<file path="config.mk">
export PLATFORM = sky130hd
export DESIGN_NAME = qarctan_demod
export DESIGN_NICKNAME = d
export VERILOG_FILES = /design/src/rtl/fm_radio_pkg.sv /design/src/rtl/seq_divider.sv /design/src/rtl/qarctan_demod.sv
export SDC_FILE = /design/constraint.sdc
export NUM_CORES = 2
export LEC_CHECK = 0
export CAP_MARGIN = 20
export CORE_UTILIZATION = 40
export DETAILED_ROUTE_END_ITERATION = 8
export GPL_TIMING_DRIVEN = 0
export PLACE_DENSITY = 0.57
export SYNTH_ARGS = -nofsm -noshare
export SYNTH_HDL_FRONTEND = slang
export SYNTH_SLANG_ARGS = --single-unit
</file>
<file path="constraint.sdc">
create_clock -name clock -period 11 [get_ports clock]
set_input_delay 3.3 -clock clock [delete_from_list [all_inputs] [get_ports clock]]
set_output_delay 3.3 -clock clock [all_outputs]
set_load 0.005 [all_outputs]
</file>
<file path="src/rtl/fm_radio_pkg.sv">
// Shared constants, FSM state encoding and the dequantize helper for the FM radio chain.
package fm_radio_pkg;

    localparam int DATA_WIDTH = 32;
    localparam int BITS       = 10;
    localparam int QUANT      = 1 << BITS;

    localparam logic signed [DATA_WIDTH-1:0] QUAD1 = 804;
    localparam logic signed [DATA_WIDTH-1:0] QUAD3 = 2412;
    localparam logic signed [DATA_WIDTH-1:0] GAIN  = 758;

    typedef enum logic [2:0] {
        S_IDLE,
        S_PREP,
        S_DIV,
        S_ANGLE,
        S_GAIN,
        S_OUT
    } state_t;

    // Divide by QUANT rounding toward zero, keeping the low 32 bits of the result.
    function automatic logic signed [DATA_WIDTH-1:0] trunc0(input logic signed [2*DATA_WIDTH-1:0] v);
        logic signed [2*DATA_WIDTH-1:0] adj;
        adj = v;
        if (v[2*DATA_WIDTH-1]) begin
            adj = v + 64'(QUANT - 1);
        end
        adj = adj >>> BITS;
        return adj[DATA_WIDTH-1:0];
    endfunction

endpackage

</file>
<file path="src/rtl/seq_divider.sv">
// Unsigned restoring divider, one quotient bit per cycle, MSB first, 32 iterations after start.
module seq_divider
    import fm_radio_pkg::*;
(
    input  logic                  clock,
    input  logic                  reset,
    input  logic                  start,
    input  logic [DATA_WIDTH-1:0] dividend,
    input  logic [DATA_WIDTH-1:0] divisor,
    output logic                  done,
    output logic [DATA_WIDTH-1:0] quotient
);

    logic [DATA_WIDTH-1:0] rem_q, rem_d;
    logic [DATA_WIDTH-1:0] quo_q, quo_d;
    logic [DATA_WIDTH-1:0] div_q, div_d;
    logic [5:0]            cnt_q, cnt_d;
    logic                  busy_q, busy_d;
    logic [DATA_WIDTH:0]   trial;
    logic [DATA_WIDTH:0]   diff;

    always_comb begin
        rem_d  = rem_q;
        quo_d  = quo_q;
        div_d  = div_q;
        cnt_d  = cnt_q;
        busy_d = busy_q;
        trial  = {rem_q, quo_q[DATA_WIDTH-1]};
        diff   = trial - {1'b0, div_q};
        if (start) begin
            rem_d  = '0;
            quo_d  = dividend;
            div_d  = divisor;
            cnt_d  = '0;
            busy_d = 1'b1;
        end else if (busy_q) begin
            // Remainder stays below the divisor, so a clear borrow bit means trial >= divisor.
            if (!diff[DATA_WIDTH]) begin
                rem_d = diff[DATA_WIDTH-1:0];
                quo_d = {quo_q[DATA_WIDTH-2:0], 1'b1};
            end else begin
                rem_d = trial[DATA_WIDTH-1:0];
                quo_d = {quo_q[DATA_WIDTH-2:0], 1'b0};
            end
            cnt_d = cnt_q + 6'd1;
            if (cnt_q == 6'd31) begin
                busy_d = 1'b0;
            end
        end
    end

    always_ff @(posedge clock or negedge reset) begin
        if (!reset) begin
            rem_q  <= '0;
            quo_q  <= '0;
            div_q  <= '0;
            cnt_q  <= '0;
            busy_q <= 1'b0;
        end else begin
            rem_q  <= rem_d;
            quo_q  <= quo_d;
            div_q  <= div_d;
            cnt_q  <= cnt_d;
            busy_q <= busy_d;
        end
    end

    // High during the final iteration; quotient holds the full result from the next cycle.
    assign done     = busy_q && (cnt_q == 6'd31);
    assign quotient = quo_q;

endmodule

</file>
<file path="src/rtl/qarctan_demod.sv">
// Quadrant-approximated arctangent FM demodulator: one gain-scaled audio sample per IQ pair.
// Define QARCTAN_DEMOD_SAT_EN to clamp each output sample to the signed 16-bit range.
module qarctan_demod
    import fm_radio_pkg::*;
(
    input  logic                  clock,
    input  logic                  reset,
    output logic                  in_real_rd_en,
    input  logic                  in_real_empty,
    input  logic [DATA_WIDTH-1:0] in_real_dout,
    output logic                  in_imag_rd_en,
    input  logic                  in_imag_empty,
    input  logic [DATA_WIDTH-1:0] in_imag_dout,
    output logic                  out_wr_en,
    input  logic                  out_full,
    output logic [DATA_WIDTH-1:0] out_din
);

    state_t state_q, state_d;

    logic signed [DATA_WIDTH-1:0] x_q, x_d, y_q, y_d;
    logic signed [DATA_WIDTH-1:0] base_q, base_d;
    logic signed [DATA_WIDTH-1:0] angle_q, angle_d;
    logic signed [DATA_WIDTH-1:0] result_q, result_d;
    logic                         num_neg_q, num_neg_d;
    logic                         y_neg_q, y_neg_d;

    logic                         pop, div_start, div_done;
    logic [DATA_WIDTH-1:0]        div_num, div_den, div_quot;
    logic signed [DATA_WIDTH-1:0] abs_y, num, den, r, gained;

`ifdef QARCTAN_DEMOD_SAT_EN
    function automatic logic signed [DATA_WIDTH-1:0] sat16(input logic signed [DATA_WIDTH-1:0] v);
        if (v > 32'sd32767) return 32'sd32767;
        if (v < -32'sd32768) return -32'sd32768;
        return v;
    endfunction
`endif

    seq_divider u_div (
        .clock    (clock),
        .reset    (reset),
        .start    (div_start),
        .dividend (div_num),
        .divisor  (div_den),
        .done     (div_done),
        .quotient (div_quot)
    );

    always_ff @(posedge clock or negedge reset) begin
        if (!reset) state_q <= S_IDLE;
        else        state_q <= state_d;
    end

    always_comb begin
        state_d = state_q;
        case (state_q)
            S_IDLE:  if (!in_real_empty && !in_imag_empty) state_d = S_PREP;
            S_PREP:  state_d = S_DIV;
            S_DIV:   if (div_done) state_d = S_ANGLE;
            S_ANGLE: state_d = S_GAIN;
            S_GAIN:  state_d = S_OUT;
            S_OUT:   if (!out_full) state_d = S_IDLE;
            default: state_d = S_IDLE;
        endcase
    end

    // Gating with reset keeps the FIFO strobes low for the whole reset window.
    always_comb begin
        pop           = reset && (state_q == S_IDLE) && !in_real_empty && !in_imag_empty;
        in_real_rd_en = pop;
        in_imag_rd_en = pop;
        out_wr_en     = reset && (state_q == S_OUT) && !out_full;
        div_start     = (state_q == S_PREP);
        out_din       = result_q;
    end

    always_comb begin
        x_d       = x_q;
        y_d       = y_q;
        base_d    = base_q;
        num_neg_d = num_neg_q;
        y_neg_d   = y_neg_q;
        angle_d   = angle_q;
        result_d  = result_q;

        abs_y = (y_q[DATA_WIDTH-1] ? -y_q : y_q) + 32'sd1;
        if (!x_q[DATA_WIDTH-1]) begin
            num = (x_q - abs_y) <<< BITS;
            den = x_q + abs_y;
        end else begin
            num = (x_q + abs_y) <<< BITS;
            den = abs_y - x_q;
        end
        div_num = num[DATA_WIDTH-1] ? -num : num;
        div_den = den;
        r       = num_neg_q ? -div_quot : div_quot;
        gained  = trunc0(64'(GAIN) * 64'(angle_q));

        if (pop) begin
            x_d = in_real_dout;
            y_d = in_imag_dout;
        end
        if (state_q == S_PREP) begin
            base_d    = x_q[DATA_WIDTH-1] ? QUAD3 : QUAD1;
            num_neg_d = num[DATA_WIDTH-1];
            y_neg_d   = y_q[DATA_WIDTH-1];
        end
        if (state_q == S_ANGLE) begin
            angle_d = base_q - trunc0(64'(QUAD1) * 64'(r));
            if (y_neg_q) angle_d = -angle_d;
        end
        if (state_q == S_GAIN) begin
`ifdef QARCTAN_DEMOD_SAT_EN
            result_d = sat16(gained);
`else
            result_d = gained;
`endif
        end
    end

    always_ff @(posedge clock or negedge reset) begin
        if (!reset) begin
            x_q       <= '0;
            y_q       <= '0;
            base_q    <= '0;
            num_neg_q <= 1'b0;
            y_neg_q   <= 1'b0;
            angle_q   <= '0;
            result_q  <= '0;
        end else begin
            x_q       <= x_d;
            y_q       <= y_d;
            base_q    <= base_d;
            num_neg_q <= num_neg_d;
            y_neg_q   <= y_neg_d;
            angle_q   <= angle_d;
            result_q  <= result_d;
        end
    end

endmodule

</file>
Yosys cells after proc, flatten, opt, wreduce, memory -nomap -nowiden
Index checks and enable logic that the tools add are counted. Widths: inputs -> output; s select.

Multiply operators: 2. Mux-type cells: 25. Equality and inequality tests: 9. Reductions and logical operators: 13. Add/sub/neg operators: 13.

Operator list (number): $mux 32 (11); $neg 32->32 (4); $mux 42 (3); $add 42x11->42 const B (2); $sub 32x32->32 (2); $mul 10x32->42 const A (1); $mul 9x32->41 const A (1); $sub 33x32->33 (1); $add 32x2->32 const B (1); $add 32x32->32 (1); $sub 22x22->22 (1); $pmux 3 s6 (1); $mux 12 (1); $mux 6 (2); $mux 3 (3); $logic_and 1x1->1 (7); $add 6x1->6 const B (1); $eq 3x2->1 const B (2); $eq 3x3->1 const B (2); $eq 6x5->1 const B (1); $ne 2x2->1 const B (3); $mux 1 (4); $eq 3x1->1 const B (1); $logic_not 1->1 (3); 3 further kinds (3).

Bits of input ports: 69. Output and inout bits: 35. Word-level logic and storage cells: 75. Bits in registers: 268.

Logic depth before layout (Yosys ltp)
Depth in word-level cells: 9. Gate-level depth with buffers: 45. Mapped depth without buffers: 42.

By module
A second synthesis with hierarchy kept.

Cells, all modules: 3917. Area total of the unflattened synthesis: 32922.8 um2.

Modules (own cells, without submodules): qarctan_demod (times used 1, area an instance 26698.1 um2, cells an instance 3235, sequential area each 3403.3 um2); seq_divider (times used 1, area an instance 6224.7 um2, cells an instance 682, sequential area each 2577.5 um2).

Worst setup path after synthesis
No wires, ideal clock.

Kind: reg2reg. Start: register u_div.quo_q[6], in the netlist u_div.quotient[6]. End: register angle_q[31]. Stages on the path, launching flop included: 42. Arrival time: 10.169 ns. Required time: 10.869 ns. Path slack: 0.700 ns. Path buffers: 2. Library setup time: 0.131 ns. Clock period less this slack: 10.300 ns. Path through: dfrtp_1 > nor4_1 > nand3_1 > or2_2 > nand2b_1 > or3_1 > o41ai_1 > xnor2_1 > ha_1 > inv_1 > fa_1 > inv_1 > fa_1 > ha_1 > ha_1 > a21o_1 > a21o_1 > a21o_1 > [... 6 more ...] > ha_1 > a21o_1 > a21o_1 > nand3_1 > or4_1 > and3_1 > or4_1 > buf_2 > a211oi_2 > o21a_1 > buf_4 > mux2i_1 > xnor2_2 > or3b_1 > or3_4 > o31ai_4 > xnor2_1 > o21ai_1.

Word-level cells in the longest chain between the ends: 9.

Ends and longest elaborated chain: start: declaration (RTL line seq_divider.sv:15) `logic [DATA_WIDTH-1:0] quo_q, quo_d;`; start signal: assignment (RTL line seq_divider.sv:61) `quo_q <= quo_d;`; $neg 32->32 (RTL line qarctan_demod.sv:97) `r = num_neg_q ? -div_quot : div_quot;`; $mux 32 (*) (RTL line qarctan_demod.sv:97); $mul 9x32->41 (*) (RTL line qarctan_demod.sv:110) `angle_d = base_q - trunc0(64'(QUAD1) * 64'(r));`; $add 42x11->42 (RTL line fm_radio_pkg.sv:26) `adj = v + 64'(QUANT - 1);`; $mux 42 (*) (RTL line fm_radio_pkg.sv:25) `if (v[2*DATA_WIDTH-1]) begin`; $mux 42 (*) (RTL line qarctan_demod.sv:109) `if (state_q == S_ANGLE) begin`; $sub 32x32->32 (*) (RTL line qarctan_demod.sv:110); $neg 32->32 (RTL line qarctan_demod.sv:111) `if (y_neg_q) angle_d = -angle_d;`; $mux 32 (*) (RTL line qarctan_demod.sv:111); end signal: assignment (RTL line qarctan_demod.sv:137) `angle_q <= angle_d;`; end: declaration (RTL line qarctan_demod.sv:23) `logic signed [DATA_WIDTH-1:0] angle_q, angle_d;`.

Every way passes the cells marked *; elsewhere a longest branch is shown, timed or not. The select of a mux whose other input is x is not followed. A chain may end at the register's enable or synchronous reset.

Final worst setup path
Start: register num_neg_q. End: register angle_q[31].

Word-level cells in the longest chain between the ends: 8.

Ends and longest elaborated chain: start: declaration (RTL line qarctan_demod.sv:25) `logic num_neg_q, num_neg_d;`; start signal: assignment (RTL line qarctan_demod.sv:135) `num_neg_q <= num_neg_d;`; $mux 32 (*) (RTL line qarctan_demod.sv:97); $mul 9x32->41 (*) (RTL line qarctan_demod.sv:110); $add 42x11->42 (RTL line fm_radio_pkg.sv:26); $mux 42 (*) (RTL line fm_radio_pkg.sv:25); $mux 42 (*) (RTL line qarctan_demod.sv:109); $sub 32x32->32 (*) (RTL line qarctan_demod.sv:110); $neg 32->32 (RTL line qarctan_demod.sv:111); $mux 32 (*) (RTL line qarctan_demod.sv:111).

Marked as above.

==> metrics <==
status finished, final reports clean; dpl hpwl 68400 µm; delay-heaviest family, CP simple AND/OR/NAND/NOR gates; ANT cells 0; total I/O pin count 104; max-cap viol count 0; # setup viols final 0; Die Ht 284 µm; DR iter-0 viols 1315; CTS Hold Bufs 0; CTS buffer count 31; Arrival @ worst endpoint 10.99 ns; CP most frequent cell ha_1; largest net degree at the start of global routing 110; CTS Buffer Depth 3; CP Capture Point angle_q[31]; DP Area 34300 µm²; cell count after placement 4892; CP max FO 10; Async SR Flop Fraction 1.00; Tcrit/Tclk final 0.957; Core Area 78900 µm²; die footprint 80700 µm²; dominant synthesized flop cell dfrtp_1; via count 26700; GRT Util Overall 0.208; Initial Util 0.404; CTS Root Cell clkbuf_16; mapped cell area 31800 µm²; Required @ worst endpoint 11.47 ns; vias per inst 5.39; Worst Setup Start Kind flip-flop; WL/cell 17.1 µm; CP endpoint kind flip-flop; skew final 0.0299 ns; Clock Sinks 239; final hold vios 0; Fillers 7962; top cell type's share of synthesized area 0.188; Syn Area/Cell 8.52 µm²; share of cells above drive strength 1 0.0550; Final ANT Viol Nets 0; reg2reg path depth 38; Yosys top cell by area dfrtp_1; Crit path largest cell delay 0.59 ns; Layout Nets 4534; fmax 95.0 MHz; Worst R2R End angle_q[31]; area of the multi-input gates 24600 µm²; Yosys warnings 0; Die W 284 µm; CP Depth 38; area grow syn2layout 13.0%; final wirelength 84700 µm; clock-pin slew on the worst setup and hold paths 0.06 ns; initial antenna violation count 1; vias in the first global route 26500; clock latency on the worst-skew pair 0.63 ns; Pins Over Slew Limit 0; CTS tree done; TritonRoute pass-1 iters 5; kind of critical path flip-flop to flip-flop; Seq/Total Area, Yosys 0.188; FF/Latch Area 5980 µm²; number of remaining DRC errors 0; flop-to-flop setup slack 0.47 ns; Final Cell Area 36000 µm²; Crit Reg-Reg Startpoint num_neg_q; headroom to the max-slew limit 0.366; Cell variety after synth 96; worst hold path class flip-flop to flip-flop; Gate Count Post-Synth 3735; Final Non-Filler Cells 4958; first-pass GRT wire length 139000 µm; ranking of synthesized cells by area dfrtp_1, ha_1, fa_1, xnor2_1, o21ai_0; crit path time final 10.53 ns; CP startpoint num_neg_q; grt ovf 0; Buf/Inv on CP 5; Worst Tran Pin Value 0.950 ns; net count after synthesis 4385; Final Wtd Congestion 0.867; Slowest cell on crit path or4bb_1; # port buffers 103; number of enable flip-flop cells after synthesis 0; row count 103; H-tree lvl count 1; flops & latches, synth 239
[registers in the layout, indices dropped and copies added (netlist names)]
signal and cells:
angle_q 32, base_q 3, num_neg_q 1, out_din 32, state_q 3, u_div.busy_q 1
u_div.cnt_q 6, u_div.div_q 32, u_div.quotient 32, u_div.rem_q 32, x_q 32, y_neg_q 1
y_q 32
[cells by family after synthesis]
| logic type | after synthesis | synth area share |
|---|---|---|
| multiplexers | 88 | 0.0283 |
| AND/OR/NAND/NOR | 1075 | 0.169 |
| buffers and inverters | 441 | 0.0525 |
| adder cells (fa/ha/maj) | 581 | 0.274 |
| AO/OA/AOI/OAI | 899 | 0.175 |
| flip-flops | 239 | 0.188 |
| XOR/XNOR | 412 | 0.114 |
[worst min path at each step]
stage / from / endpoint / slack [ns] / cells after the start
2_1_floorplan: u_div.div_q[10] / u_div.div_q[10] / 0.45 / 2
3_3_place_gp: u_div.div_q[2] / u_div.div_q[2] / 0.47 / 2
3_5_place_dp: u_div.div_q[22] / u_div.div_q[22] / 0.47 / 2
4_1_cts: u_div.div_q[22] / u_div.div_q[22] / 0.48 / 2
5_1_grt: out_din[26] / out_din[26] / 0.50 / 2
6_report: u_div.div_q[22] / u_div.div_q[22] / 0.48 / 2
[placed cells by master (no fill, tap or decap), types with 168 or more instances in the layout]
cell / synthesis / layout
ha_1: 388 / 384
nand2_1: 380 / 380
o21ai_0: 314 / 308
inv_1: 299 / 298
dfrtp_1: 239 / 237
xnor2_1: 240 / 224
a21oi_1: 196 / 194
fa_1: 193 / 193
nor2_1: 171 / 171
xor2_1: 170 / 168
[repair_timing]
item                                    4_1_cts  5_1_grt
pin swaps                                     3       12
endpoints found under the setup margin       18       17
setup buffers                                 4       12
hold endpoints to repair                      0        0
resized for setup                            24       60
[tightest hold or removal path, delay by kind of cell (launching register included)]
kind	cells	cell delay [ns]
AO/OA/AOI/OAI	1	0.06
flip-flops	1	0.34
AND/OR/NAND/NOR	1	0.04
[through the flow]
stage,setup WS (ns),utilization,hold WS [ns],setup TNS [ns]
floorplan,0.700,-,0.450,0
global placement,-7.27,0.433,0.466,-1294.15
detailed placement,-0.798,0.435,0.470,-6.75
CTS,0.00824,0.451,0.484,0
global route,-0.0174,0.456,0.498,-0.0174
finish,0.475,0.456,0.480,0
[area by class of cell]
class	count	share of cell area
plain buffers	133	0.0146
clock buffers	38	0.0237
clock inverters	19	0.00901
inverters	299	0.0312
multi-input cells	3055	0.683
flip-flops and latches	239	0.166
well taps	1050	0.0365
repair buffers	125	0.0353
[Yosys cell counts, types with 15 or more instances]
cell      count
a211oi_1     20
a21boi_0     16
a21o_1       85
a21oi_1     196
a31oi_1      26
and2_1       23
and3_1       35
clkbuf_1    123
dfrtp_1     239
fa_1        193
ha_1        388
inv_1       299
mux2_2       15
mux2i_1      73
nand2_1     380
nand2b_1     32
nand3_1      82
nand4_1      36
nor2_1      171
nor2b_1      35
nor3_1       87
nor3b_1      17
nor4_1       29
o211ai_1     23
o21a_1       24
o21ai_0     314
o21ai_1      19
o21bai_1     34
o31ai_1      34
o41ai_1      16
or2_2        25
or3_1        50
or4_1        17
xnor2_1     240
xor2_1      170
[metal layers]
layer	wire length (µm)	GRT usage	up-vias
met5	0	0	-
met1	38800	0.275	12900
met4	2870	0.0665	0
met2	40400	0.357	393
li1	-	-	13300
met3	2670	0.0202	110
Power is left out: the tool's default activity adds up to more than one toggle a clock period on the data nets, which glitch-free logic cannot reach.
